File: src/rtl/filter_unfold_serializer.sv
// filter_unfold_serializer
// Buffers sample triplets from the 3-way unfolded IIR output bus in a small
// FIFO and replays them one sample per ready/valid transfer, oldest lane first.
//
// state | meaning
// LANE0 | DOUT shows head sample 3k (also the idle state when COUNT=0)
// LANE1 | DOUT shows head sample 3k+1
// LANE2 | DOUT shows head sample 3k+2; a transfer here pops the head entry
module filter_unfold_serializer #(
  parameter int NBIT  = 16,
  parameter int DEPTH = 4
) (
  input  logic                   CLK,
  input  logic                   RST,
  input  logic                   VIN,
  input  logic [NBIT-1:0]        DIN3k,
  input  logic [NBIT-1:0]        DIN3k1,
  input  logic [NBIT-1:0]        DIN3k2,
  input  logic                   READY,
  output logic [NBIT-1:0]        DOUT,
  output logic                   VOUT,
  output logic [$clog2(DEPTH):0] COUNT,
  output logic                   OVF
);

  localparam int AW = $clog2(DEPTH);
  localparam int CW = AW + 1;

  typedef enum logic [1:0] {
    LANE0 = 2'd0,
    LANE1 = 2'd1,
    LANE2 = 2'd2
  } lane_t;

  logic [3*NBIT-1:0] mem [DEPTH];
  logic [3*NBIT-1:0] head;
  logic [AW-1:0]     wr_ptr;
  logic [AW-1:0]     rd_ptr;
  lane_t             lane;
  logic              xfer;
  logic              pop;
  logic              full;
  logic              push;
  logic              drop;

  assign VOUT = (COUNT != '0);
  assign full = (COUNT == CW'(DEPTH));
  assign xfer = VOUT & READY;
  assign pop  = xfer & (lane == LANE2);
  // A pop in the same cycle frees the head slot, so a full FIFO still
  // accepts the incoming triplet; this makes READY combinationally gate push.
  assign push = VIN & (~full | pop);
  assign drop = VIN & full & ~pop;

  // Triplet storage; contents are simply abandoned on reset.
  always_ff @(posedge CLK) begin
    if (push) begin
      mem[wr_ptr] <= {DIN3k, DIN3k1, DIN3k2};
    end
  end

  // Show-ahead output: select the current lane of the head entry.
  always_comb begin
    head = mem[rd_ptr];
    DOUT = head[3*NBIT-1:2*NBIT];
    case (lane)
      LANE1:   DOUT = head[2*NBIT-1:NBIT];
      LANE2:   DOUT = head[NBIT-1:0];
      default: DOUT = head[3*NBIT-1:2*NBIT];
    endcase
  end

  // Pointer, occupancy and sticky overflow bookkeeping.
  always_ff @(posedge CLK or posedge RST) begin
    if (RST) begin
      wr_ptr <= '0;
      rd_ptr <= '0;
      COUNT  <= '0;
      OVF    <= 1'b0;
    end else begin
      if (push) begin
        wr_ptr <= wr_ptr + AW'(1);
      end
      if (pop) begin
        rd_ptr <= rd_ptr + AW'(1);
      end
      case ({push, pop})
        2'b10:   COUNT <= COUNT + CW'(1);
        2'b01:   COUNT <= COUNT - CW'(1);
        default: COUNT <= COUNT;
      endcase
      if (drop) begin
        OVF <= 1'b1;
      end
    end
  end

  // Lane state machine: advances only on an accepted transfer.
  always_ff @(posedge CLK or posedge RST) begin
    if (RST) begin
      lane <= LANE0;
    end else if (xfer) begin
      case (lane)
        LANE0:   lane <= LANE1;
        LANE1:   lane <= LANE2;
        default: lane <= LANE0;
      endcase
    end
  end

endmodule

File: config.mk
export PLATFORM = sky130hd
export DESIGN_NAME = filter_unfold_serializer
export DESIGN_NICKNAME = d
export VERILOG_FILES = /design/src/rtl/filter_unfold_serializer.sv
export SDC_FILE = /design/constraint.sdc
export NUM_CORES = 1
export LEC_CHECK = 0
export ABC_CLOCK_PERIOD_IN_PS = 3960
export CAP_MARGIN = 20
export CELL_PAD_IN_SITES_DETAIL_PLACEMENT = 1
export CELL_PAD_IN_SITES_GLOBAL_PLACEMENT = 1
export CORE_MARGIN = 5
export CORE_UTILIZATION = 45
export CTS_CLUSTER_DIAMETER = 150
export DETAILED_ROUTE_END_ITERATION = 8
export GPL_ROUTABILITY_DRIVEN = 1
export MAX_ROUTING_LAYER = met4
export PLACE_DENSITY_LB_ADDON = 0.05
export SLEW_MARGIN = 0
export SYNTH_ARGS = -nofsm -noshare
export SYNTH_HDL_FRONTEND = slang
export SYNTH_SLANG_ARGS = --single-unit
File: constraint.sdc
create_clock -name CLK -period 3.96 [get_ports CLK]
set_clock_uncertainty 0.05 [all_clocks]
set_input_delay 0.396 -clock CLK [delete_from_list [all_inputs] [get_ports CLK]]
set_output_delay 0.396 -clock CLK [all_outputs]
set_load 0.02 [all_outputs]
==> results.md, run 1 <==
- Final HPWL DP: 10,700 µm
- Main combinational cell family by area after synthesis: multiplexers
- Longest Clk Path Bufs: 3
- Crit path kind: flip-flop to output port
- Number of library cell types mapped by synthesis: 35
- Vias in the first global route: about 4,300
- Flops & latches, synth: 202
- Clock slew at reported path FFs: 60 ps
- Met3 Wirelength: 892 µm
- Syn avg cell area: 21.4 µm²
- Worst reg2reg path depth: 9
- Initial antenna violation count: 2
- Area contributors post-synth: edfxtp_1 (73%), mux4_2 (14%), dfrtp_1 (3.2%), a22oi_1 (1.6%), ha_1 (1.3%)
- # IOs: 73
- Minimum clock period after layout: 3500 ps
- Worst Tran Pin Value: a little under 900 ps
- Starting Density: 45.9%
- Area Overhead vs Synth: 22.1%
- Max-slew headroom: 40.9%
- Pwr dens: around 810 nW/µm²
- Worst hold path type: input port to async pin
- Final setup viols: 0
- RSZ-0062 raised after global routing: false
- Residual DRC count: 0
- R2r setup slk: roughly 1000 ps
- CP delay by family, top: buffers and inverters
- Crit. End Element: output port
- Cells after DPL: 665
- Leak pwr: 3.17 nW
- Clock sinks: 202
- Final Non-Filler Cells: 709
- Status: completed
- Synth Warn #: 0
- Clock H-tree levels: 1
- Synth Area in Compound Gates: 3.64%
- Via density: about 5.4
- Layout cell share with drive strength beyond 1: around 22%
- Post-CTS resize count: 0
- Post-synthesis sequential area ratio: 76.1%
- Critical R2R Launch: lane[0]
- Max Clk Rate: 286 MHz
- Peak supply drop: between 0.7 and 0.8 mV
- Largest net degree at the start of global routing: 28
- Area share of and/or/nand/nor cells after synthesis: 1.92%
- Met1 wire length: between 7000 and 8000 µm
- 1st-pass router iterations: 4
- Crit path max-delay cell type: dfrtp_4
- Commonest cells after routing, fill and taps aside: edfxtp_1 (192), clkdlybuf4s50_1 (72), mux4_2 (48), clkbuf_16 (23)
- Die height: 143 µm
- CP cell instances: buf_4, mux4_2, a22oi_1, a21oi_1, clkdlybuf4s50_1
- Max Cap Violations: 0
- DIE AREA: 20,300 µm²
- I/O Buffers: just over 70
- Synth area leader: edfxtp_1
- Core box area: 17,200 µm²
- Mux contribution to synthesized area: between 10% and 20%
- Worst Path Arrival: around 3100 ps
- Post-Synth XOR/XNOR Area: 0.554%
- First-pass GRT wire length: 25,800 µm
- Syn_nets: 431
- Synthesized netlist cell count: 370
- Hold buffer count at CTS: 0
- Total GRT Usage: 17.4%
- Clock Tree Root: clkbuf_16
- Critical R2R Capture: COUNT[2]
- CTS tree: yes
- Vias post-DR: 3,851
- Final #Nets: approximately 530
- Commonest non-fill, non-tap cell in the layout: edfxtp_1
- Worst path max stage delay: 650 ps
- CP Buf/Inv Count: 2
- Final hold vios: 0
- Global route total overflow: 0
- Final wirelength: around 17,000 µm
- Site Rows: 48
- Ratio of final minimum period to clock period: 88.3%
- Skew-Pair Late Insertion Delay: 500 ps
- Crit path max fanout: 18
- Post-synth top area share: 72.9%
- Overall Power: 7.81 mW
- CTS Buf Count: 23
- Required @ worst endpoint: ~3500 ps
- Fin area: ~9600 µm²
- Post-CTS setup buffers: 0
- Width of the die: 143 µm
- Area after DPL: ~8900 µm²
- Top sig layer: met4
- WL per Instance: 23.7 µm
- Final ANT Viol Nets: 0
- Setup TNS: 0 ps
- Synth Area in Adders: under 10%
- Startpoint Class: flip-flop
- Met2 wire len: 8370 µm
- Mapped cell area: 7900 µm²
- GPL Wtd Cong: 0.711
- Drt initial violations: 160
- Slew Viols, Final: 0
==> cells by family after synthesis <==
logic type,Yosys count
DFF,202
muxes,51
AOI/OAI and AO/OA,43
and+or+nand+nor,32
buffers and inverters,28
adders and majority gates,9
xor gates and xnor gates,5
==> cell usage after synthesis <==
library cell and n:
a22oi_1 17, dfrtp_1 10, nand4b_1 1, xnor2_1 3
nand4_1 2, a21oi_1 16, nand3_1 1, a21o_1 1
mux4_2 48, inv_1 9, and2_1 5, nand2b_1 1
nor2_1 17, edfxtp_1 192, and2_0 1, buf_2 5
a41o_1 1, or3_1 1, o32a_1 1, o2111ai_1 2
fa_1 1, o21bai_1 1, ha_1 8, clkbuf_1 6
buf_4 1, buf_6 3, buf_12 2, buf_1 2
mux2_2 3, a31oi_1 1, o21ai_0 1, xor2_1 2
nand2_1 3, o311ai_0 1, o211ai_1 1
==> power by group <==
part           total [mW]  internal [mW]  switching (mW)
Sequential           3.05           2.83           0.220
Combinational        2.73           1.26            1.47
Clock                2.03           1.21           0.819
==> area by class of cell <==
| class | instances | area (µm²) |
|---|---|---|
| fillers | 1480 | 7590 |
| inverters | 9 | 33.8 |
| clock inverters | 14 | 140 |
| multi-input cells | 140 | 1720 |
| well taps | 225 | 282 |
| diodes | 2 | 5.00 |
| repair buffers | 89 | 848 |
| clock buffers | 28 | 594 |
| flip-flops and latches | 202 | 6020 |
==> flip-flops by register name, indices dropped and copies added, names as in the netlist <==
signal	flops
wr_ptr	2
mem	192
OVF	1
COUNT	3
lane	2
rd_ptr	2
==> per-stage QoR <==
step	util, %	setup slack, ps	hold WS, ps
after global routing	56.0	224	162
after CTS	55.9	333	141
after detailed placement	51.7	873	414
final	56.0	462	134
after floorplan	-	1230	186
after global placement	51.7	916	407
==> per-layer routing <==
layer	up-vias	track usage [%]
met5	-	-
met3	24	4.54
met4	0	3.50
met2	72	28.1
met1	2022	22.6
li1	1733	-
==> worst max-delay path by stage <==
stage	endpoint	cells past startpoint	slack (ps)	start
floorplan	mem[0][0]	5	1230	lane[0]
global placement	DOUT[0]	5	920	rd_ptr[0]
finish	DOUT[0]	5	460	rd_ptr[0]
detailed placement	DOUT[0]	5	870	rd_ptr[0]
CTS	DOUT[0]	5	330	rd_ptr[0]
global route	DOUT[0]	5	220	rd_ptr[0]
Power figures use the tool's default switching activity.
==> inputs of run 2 (changes only) <==
- ABC_CLOCK_PERIOD_IN_PS: 3960 -> 4150
- CTS_BUF_LIST: not set -> sky130_fd_sc_hd__clkbuf_16
- clock period: 3.96 -> 4.15 ns (I/O delays scaled with it)
==> results.md, run 2 (synthesized netlist as in run 1, its figures left out) <==
- Status: completed (unchanged)
- Max Clk Rate: 280 MHz
- Commonest non-fill, non-tap cell in the layout: edfxtp_1 (unchanged)
- Max-slew headroom: 44.6% (was 40.9%)
- Setup TNS: 0 ps (unchanged)
- Residual DRC count: 0 (unchanged)
- Worst hold path type: input port to async pin (unchanged)
- Startpoint Class: flip-flop (unchanged)
- Clock sinks: 202 (unchanged)
- Layout cell share with drive strength beyond 1: 21.8% (was 22.4%)
- CP Buf/Inv Count: 3 (was 2)
- Minimum clock period after layout: 3570 ps
- Fin area: 9650 µm² (about the same)
- Worst Path Arrival: 3100 ps (was 3050 ps)
- Pwr dens: 775 nW/µm² (was 810 nW/µm²)
- Clock H-tree levels: 1 (unchanged)
- Clock slew at reported path FFs: 60 ps (about the same)
- Area Overhead vs Synth: 22.1% (about the same)
- Largest net degree at the start of global routing: 41 (was 28)
- WL per Instance: 24.3 µm (was 23.7 µm)
- GPL Wtd Cong: 0.704 (was 0.711)
- Crit path kind: flip-flop to output port (unchanged)
- Site Rows: 48 (unchanged)
- Slew Viols, Final: 0 (unchanged)
- Area of the multi-input gates: 1720 µm² (unchanged)
- Total GRT Usage: 17.9% (was 17.4%)
- Final hold slack: 174 ps (was 134 ps)
- First-pass GRT wire length: 26,400 µm (was 25,800 µm)
- Peak supply drop: 0.668 mV (was 0.704 mV)
- Critical R2R Launch: lane[0] (unchanged)
- Ratio of final minimum period to clock period: 86.0%
- Global route total overflow: 0 (unchanged)
- Skew-Pair Late Insertion Delay: 490 ps (was 500 ps)
- Required @ worst endpoint: 3680 ps (was 3510 ps)
- Final #Nets: 523 (was 526)
- Vias post-DR: 3,958 (was 3,851)
- Width of the die: 143 µm (unchanged)
- Drt initial violations: 211 (was 160)
- Crit. End Element: output port (unchanged)
- N_diodes: 0 (was 2)
- Via density: 5.63 (was 5.43)
- Crit path max-delay cell type: dfrtp_4 (unchanged)
- Biggest regs: mem (192), COUNT (3) (unchanged)
- Filler instances: 1,494 (was 1,480)
- CTS tree: yes (unchanged)
- Post-CTS resize count: 0 (unchanged)
- Core box area: 17,200 µm² (unchanged)
- CP delay by family, top: buffers and inverters (unchanged)
- Final HPWL DP: 10,500 µm (was 10,700 µm)
- Fin util: 56.0% (about the same)
- Max Cap Violations: 0 (unchanged)
- Die height: 143 µm (unchanged)
- Final setup viols: 0 (unchanged)
- Crit path max fanout: 28 (was 18)
- Register area: 6020 µm² (unchanged)
- Worst Tran Pin Value: 831 ps (was 886 ps)
- Starting Density: 45.9% (unchanged)
- Clock Tree Root: clkbuf_16 (unchanged)
- Commonest cells after routing, fill and taps aside: edfxtp_1 (192), clkdlybuf4s50_1 (72), mux4_2 (48), clkbuf_16 (23) (unchanged)
- Longest Clk Path Bufs: 3 (unchanged)
- Hold buffer count at CTS: 0 (unchanged)
- RSZ-0062 raised after global routing: false (unchanged)
- DIE AREA: 20,300 µm² (unchanged)
- CTS Buf Count: 22 (was 23)
- CP cell instances: buf_12, buf_4, mux4_2, a22oi_1, a21oi_1, clkdlybuf4s50_1 (was buf_4, mux4_2, a22oi_1, a21oi_1, clkdlybuf4s50_1)
- Biggest register: mem (unchanged)
- Initial antenna violation count: 0 (was 2)
- Largest register FFs: 192 (unchanged)
- Final wirelength: 17,100 µm (was 16,800 µm)
- Worst path max stage delay: 660 ps (was 650 ps)
- Final hold vios: 0 (unchanged)
- Leak pwr: 3.17 nW (about the same)
- Vias in the first global route: 4,474 (was 4,286)
- I/O Buffers: 72 (unchanged)
- Post-CTS setup buffers: 0 (unchanged)
- 1st-pass router iterations: 5 (was 4)
- Area after DPL: 8930 µm² (was 8910 µm²)
- Final ANT Viol Nets: 0 (unchanged)
- Launch point of the worst path: rd_ptr[0] (unchanged)
- # IOs: 73 (unchanged)
-- run 2: cell count changes in the layout (fill, tap and decap cells not counted) --
cell        before  now
clkinvlp_4       2    3
inv_8            0    1
buf_12           0    3
clkinv_2         5    2
inv_1            9   13
clkbuf_1         5    0
clkinv_1         3    4
inv_16           1    0
diode_2          2    0
buf_4           17   12
-- run 2: cell type report --
type / count / share of cell area (%)
Timing Repair Buffer: 87 / 9.03
Inverter: 9 / 0.350
Multi-Input combinational cell: 140 / 17.9
Clock buffer: 23 / 5.97
Sequential cell: 202 / 62.4
Clock inverter: 17 / 1.48
Tap cell: 225 / 2.92
-- run 2: through the flow --
step / total power, mW / std cells / setup WS (ps)
2_1_floorplan: 4.57 / 370 / 1420
6_report: 7.48 / 703 / 582
3_3_place_gp: 5.63 / 663 / 1050
4_1_cts: 7.61 / 703 / 497
3_5_place_dp: 5.67 / 663 / 1050
5_1_grt: 7.87 / 703 / 395
-- run 2: final timing paths --
path	endpoint	slack, ps	cells past startpoint
max reg2reg	mem[1][31]	1340	6
min reg2reg	OVF	440	1
min in group CLK	OVF	440	1
min	COUNT[2]	170	2
max in group asynchronous	rd_ptr[0]	3520	2
max	DOUT[1]	580	6
-- run 2: where the power goes --
part	internal (mW)	switching, mW
logic	1.23	1.45
clock network	1.13	0.771
registers	2.70	0.198
-- run 2: per-layer routing --
layer | GRT usage [%] | routed length (µm) | vias to the layer above
met5 | - | 0 | -
met4 | 3.60 | 155 | 0
met3 | 3.76 | 802 | 21
met2 | 30.4 | 8880 | 102
met1 | 22.5 | 7280 | 2119
li1 | - | - | 1716
